==> config.mk <==
export PLATFORM = sky130hd
export DESIGN_NAME = alu_ex_stage
export DESIGN_NICKNAME = d
export VERILOG_FILES = /design/src/rtl/alu_ex_stage_pkg.sv /design/src/rtl/alu_ex_stage_logic.sv /design/src/rtl/alu_ex_stage.sv
export SDC_FILE = /design/constraint.sdc
export NUM_CORES = 1
export LEC_CHECK = 0
export BUFFER_PORTS_ARGS = -buffer_cell sky130_fd_sc_hd__buf_2
export CAP_MARGIN = 20
export CORE_MARGIN = 2
export CORE_UTILIZATION = 40
export CTS_CLUSTER_DIAMETER = 120
export DETAILED_ROUTE_END_ITERATION = 10
export GPL_TIMING_DRIVEN = 0
export PLACE_DENSITY = 0.62
export SYNTH_ARGS = -nofsm -noshare
export SYNTH_HDL_FRONTEND = slang
export SYNTH_SLANG_ARGS = --single-unit
export TNS_END_PERCENT = 5
==> constraint.sdc <==
create_clock -name clk -period 2.78 [get_ports clk]
set_clock_uncertainty 0.05 [all_clocks]
set_input_delay 0.556 -clock clk [delete_from_list [all_inputs] [get_ports clk]]
set_output_delay 0.556 -clock clk [all_outputs]
set_load 0.05 [all_outputs]
==> src/rtl/alu_ex_stage_pkg.sv <==
// Shared ALU control codes, result bundle and occupancy encoding for the execute stage.
package alu_ex_stage_pkg;

  localparam logic [2:0] ALU_AND = 3'b000;
  localparam logic [2:0] ALU_OR  = 3'b001;
  localparam logic [2:0] ALU_NOR = 3'b010;
  localparam logic [2:0] ALU_XOR = 3'b011;
  localparam logic [2:0] ALU_LUI = 3'b100;

  localparam int unsigned EX_WIDTH = 32;
  localparam int unsigned EX_REGW  = 5;

  // Result bundle at the default datapath widths.
  typedef struct packed {
    logic [EX_WIDTH-1:0] aluout;
    logic                zero;
    logic                illegal;
    logic [EX_REGW-1:0]  writereg;
    logic                regwrite;
  } ex_result_t;

  typedef enum logic [1:0] {
    OCC_EMPTY,
    OCC_ONE,
    OCC_TWO
  } occ_e;

endpackage

==> src/rtl/alu_ex_stage_logic.sv <==
// Combinational ALU core: result, zero flag and reserved-code detection.
module alu_logic
  import alu_ex_stage_pkg::*;
#(
  parameter int unsigned WIDTH = 32
) (
  input  logic [2:0]       alucontrol,
  input  logic [WIDTH-1:0] srca,
  input  logic [WIDTH-1:0] srcb,
  output logic [WIDTH-1:0] result,
  output logic             zero,
  output logic             illegal
);

  // Select the operation; reserved codes yield a zero result and flag illegal.
  always_comb begin
    result  = '0;
    illegal = 1'b0;
    case (alucontrol)
      ALU_AND: result = srca & srcb;
      ALU_OR:  result = srca | srcb;
      ALU_NOR: result = ~(srca | srcb);
      ALU_XOR: result = srca ^ srcb;
      ALU_LUI: result = WIDTH'({srcb[15:0], 16'h0000});
      default: illegal = 1'b1;
    endcase
    zero = (result == '0);
  end

endmodule

==> src/rtl/alu_ex_stage.sv <==
// Execute stage: ALU result buffered toward MEM through a 2-entry skid buffer with flush.
module alu_ex_stage
  import alu_ex_stage_pkg::*;
#(
  parameter int unsigned WIDTH = 32,
  parameter int unsigned REGW  = 5
) (
  input  logic             clk,
  input  logic             rst_n,
  input  logic             in_valid,
  output logic             in_ready,
  input  logic [2:0]       alucontrol,
  input  logic [WIDTH-1:0] srca,
  input  logic [WIDTH-1:0] srcb,
  input  logic [REGW-1:0]  writereg,
  input  logic             regwrite,
  input  logic             flush,
  output logic             out_valid,
  input  logic             out_ready,
  output logic [WIDTH-1:0] aluout,
  output logic             zero,
  output logic             illegal,
  output logic [REGW-1:0]  out_writereg,
  output logic             out_regwrite
);

  typedef struct packed {
    logic [WIDTH-1:0] aluout;
    logic             zero;
    logic             illegal;
    logic [REGW-1:0]  writereg;
    logic             regwrite;
  } bundle_t;

  logic [WIDTH-1:0] res;
  logic             res_zero;
  logic             res_illegal;
  bundle_t          in_bundle;

  occ_e    occ_q, occ_d;
  bundle_t main_q, main_d;
  bundle_t skid_q, skid_d;
  logic    out_valid_q, out_valid_d;
  logic    in_ready_q, in_ready_d;
  logic    accept, retire;

  alu_logic #(.WIDTH(WIDTH)) u_alu_logic (
    .alucontrol (alucontrol),
    .srca       (srca),
    .srcb       (srcb),
    .result     (res),
    .zero       (res_zero),
    .illegal    (res_illegal)
  );

  // Assemble the incoming bundle; illegal ops never write the register file.
  always_comb begin
    in_bundle = '{aluout:   res,
                  zero:     res_zero,
                  illegal:  res_illegal,
                  writereg: writereg,
                  regwrite: regwrite & ~res_illegal};
  end

  // Occupancy transitions and data movement between input, skid and main registers.
  always_comb begin
    accept = in_valid & in_ready_q;
    retire = out_valid_q & out_ready;
    occ_d  = occ_q;
    main_d = main_q;
    skid_d = skid_q;
    if (flush) begin
      occ_d = OCC_EMPTY;
    end else begin
      case (occ_q)
        OCC_EMPTY: begin
          if (accept) begin
            main_d = in_bundle;
            occ_d  = OCC_ONE;
          end
        end
        OCC_ONE: begin
          if (accept && retire) begin
            main_d = in_bundle;
          end else if (accept) begin
            skid_d = in_bundle;
            occ_d  = OCC_TWO;
          end else if (retire) begin
            occ_d = OCC_EMPTY;
          end
        end
        OCC_TWO: begin
          if (retire) begin
            main_d = skid_q;
            occ_d  = OCC_ONE;
          end
        end
        default: occ_d = OCC_EMPTY;
      endcase
    end
    // Handshake flags are registered from the next occupancy so in_ready never sees out_ready combinationally.
    out_valid_d = (occ_d != OCC_EMPTY);
    in_ready_d  = (occ_d != OCC_TWO);
  end

  // State and data registers; reset clears everything including the visible outputs.
  always_ff @(posedge clk or negedge rst_n) begin
    if (!rst_n) begin
      occ_q       <= OCC_EMPTY;
      main_q      <= '0;
      skid_q      <= '0;
      out_valid_q <= 1'b0;
      in_ready_q  <= 1'b0;
    end else begin
      occ_q       <= occ_d;
      main_q      <= main_d;
      skid_q      <= skid_d;
      out_valid_q <= out_valid_d;
      in_ready_q  <= in_ready_d;
    end
  end

  assign in_ready     = in_ready_q;
  assign out_valid    = out_valid_q;
  assign aluout       = main_q.aluout;
  assign zero         = main_q.zero;
  assign illegal      = main_q.illegal;
  assign out_writereg = main_q.writereg;
  assign out_regwrite = main_q.regwrite;

endmodule

==> metrics <==
yosys synthesis warning count=0; CTS clk-pin slew, worst paths=0.07 ns; CTS tree=built; post-synthesis sequential area ratio=35.8%; unrepaired setup endpoints after global routing=false; Root Driver=clkbuf_16; Synth area leader=dfrtp_1; # IOs=120; minimum clock period=2.54 ns; IO Port Bufs=119; Reg2Reg Launch Point=occ_q[0]; iteration-0 DRC count of the detailed router=309; pwr dens=688 nW/µm²; WP data required=2.95 ns; num rows=44; initial antenna violation count=0; critical path arrival=2.71 ns; placer congestion estimate=0.863; Switching Fraction=39.5%; sequential group share of total power=37.0%; Final Instance Area=7060 µm²; Die ar.=15700 µm²; RR Endpoint=aluout[10]; clock share of power=26.1%; Slew HR=53.2%; post-synthesis cell type count=48; largest net degree at the start of global routing=75; Placed Instances=966; Antenna Violating Nets Remaining=0; Num CTS Buffers=9; Residual DRC=0; Detailed Place HPWL=13000 µm; max cap viols=0; min-delay worst type=in -> reg; Max Slew Vio Count=0; syn nets=804; Final Setup Violations=0; worst skew pair latency=0.34 ns; total gr overflow=0; leakage power=3.68 nW; Vias=5181; H-tree level count=3; IR drop worst, VDD=300 µV; Psw=1.92 mW; first-pass GRT wire length=26600 µm; Area contributors post-synth=dfrtp_1, ha_1, mux2_2; Die Y=125 µm; First-pass DRT Iterations=4; combinational share of power=36.9%; number of global-route vias before repair=5105; layout overhead on the synthesized area=20.2%; Post-Layout Cell Count=983; CTS max path bufs=2; Tot Pwr=4.86 mW; Int Power=2.94 mW; hold depth=2; Post-synth EDFFs=0; Main synth FF type=dfrtp_1; Final nets=936; hold path start=writereg[0]; Critical Path End Type=register; fraction of layout cells with a size suffix above 1=25.8%; via/cell ratio=5.27; Total Routing Usage GR=21.2%; fin crit share=91.3%; wire length per cell=16.7 µm; total negative slack=0 ns; sequential cell area=2100 µm²; fmax=394 MHz; Die X=125 µm; R2R setup slack=0.24 ns; multi-input logic area=3320 µm²; Initial Util=40.7%; Seq cells post-synth=84; fillers=1407; ys async rst share=100%; Mean Syn Cell Area=8.87 µm²; Diodes inserted=0; Reg2Reg Depth=9; Worst Max-Slew Pin Slew=0.700 ns; Post-Syn Area=5870 µm²; Hold Path End=skid_q[1]; Final Hold Viols=0; total wire length=16400 µm; Worst setup SP type=register; post-CTS setup buffer count=0; Mapped Cells=662; Placeable Area=14400 µm²; Max FO, Critical Path=10; Sink Count=84; Util after Layout=48.9%; status=complete, no violations; critical path type=reg -> reg; Synth top area share=35.8%; placed inst area=6730 µm²
[stage by stage]
step / setup WS (ns) / hold slack (ns)
finish: 0.241 / 0.415
global route: 0.0102 / 0.417
CTS: 0.210 / 0.411
detailed placement: -0.0327 / 0.358
global placement: 0.00200 / 0.411
floorplan: 0.402 / 0.210
[cells in the mapped netlist, types with 2 or more instances]
master     count
nand3b_1       2
o2bb2ai_1      7
a211oi_1      11
clkbuf_1      19
nand2_1       95
o21bai_1       4
a21oi_1       25
nor3_1         2
ha_1          64
a211o_1       12
buf_1          4
o211a_1        2
mux2_2        46
dfrtp_1       84
buf_4          3
nand3_1        2
o211ai_1       3
o21ai_0       46
buf_2         14
inv_1         69
o22a_1         2
nand4_1        5
or4_1          2
mux2i_1       29
o22ai_1        2
nor2_1        62
nor4_1         7
o21ai_1        2
a31oi_1       18
[state kept, by name, summed over array words and instances (netlist names)]
signal and count:
out_valid 1, occ_q 2, skid_q 40, illegal 1
aluout 32, out_regwrite 1, in_ready 1, out_writereg 5
zero 1
[repair_timing]
item,4_1_cts,5_1_grt
hold endpoints to repair,10,0
setup endpoints to repair,0,0
hold buffers,1,0
resized for setup,0,0
[kinds of logic after synthesis]
kind of cell | after synthesis | share of synthesized area (%)
and+or+nand+nor | 188 | 13.7
buffers and inverters | 110 | 7.65
adders and majority gates | 64 | 13.6
muxes | 76 | 14.2
AOI/OAI and AO/OA | 140 | 15.1
DFF | 84 | 35.8
[per-layer routing]
layer  share of wire [%]  wire, µm  global-route usage (%)
met3                 4.6       757                    2.27
met1                  47      7630                    29.3
met5                   0         0                       0
met2                  46      7490                    33.8
met4                 3.0       495                    9.35
[layout by cell type, fill, tap and decap left out, types with 3 or more instances in the layout]
| cell | count |
|---|---|
| dfrtp_1 | 84 |
| ha_1 | 64 |
| o211ai_1 | 3 |
| o21bai_1 | 4 |
| a211oi_1 | 11 |
| nand2_1 | 95 |
| clkbuf_1 | 19 |
| a31oi_1 | 18 |
| clkbuf_16 | 9 |
| buf_4 | 4 |
| inv_1 | 69 |
| buf_2 | 132 |
| buf_1 | 4 |
| nor4_1 | 7 |
| o21ai_0 | 46 |
| mux2i_1 | 29 |
| nand4_1 | 5 |
| nor2_1 | 62 |
| a211o_1 | 12 |
| clkbuf_8 | 3 |
| a21oi_1 | 25 |
| o2bb2ai_1 | 7 |
| mux2_2 | 46 |
[worst max-delay path, cell delays in order (launching register included)]
cell and delay [ns]:
dfrtp_1 0.35, clkbuf_1 0.17, nand2b_1 0.18, buf_2 0.18
a21oi_1 0.25, nor2_1 0.10, nor2_2 0.39, buf_2 0.36
buf_2 0.28, a31oi_1 0.11
[worst max path at each step]
| stage | start | end | slack, ns | depth (start not counted) |
|---|---|---|---|---|
| after floorplan | srca[29] | skid_q[7] | 0.40 | 7 |
| after global placement | alucontrol[1] | zero | 0.002 | 8 |
| after detailed placement | alucontrol[1] | zero | -0.03 | 8 |
| after CTS | occ_q[0] | aluout[10] | 0.21 | 9 |
| after global routing | occ_q[0] | aluout[8] | 0.01 | 9 |
| final | occ_q[0] | aluout[10] | 0.24 | 9 |
[power by group through the flow]
stage               registers [mW]  clock network (mW)  logic, mW
CTS                           1.80                1.28       1.81
finish                        1.80                1.27       1.79
global placement              1.80                   0       1.76
detailed placement            1.82                   0       1.80
global route                  1.85                1.34       1.94
floorplan                     2.41                   0      0.674
[cell type report]
class                      count  area share [%]
clock inverter                 4           0.780
timing repair buffer         121            9.01
buffer                        41            2.70
tap                          184            3.26
clock buffer                  12            3.78
inverter                      69            3.67
multi-input combinational    468            47.0
sequential                    84            29.8
(Power assumes the default switching activity.)
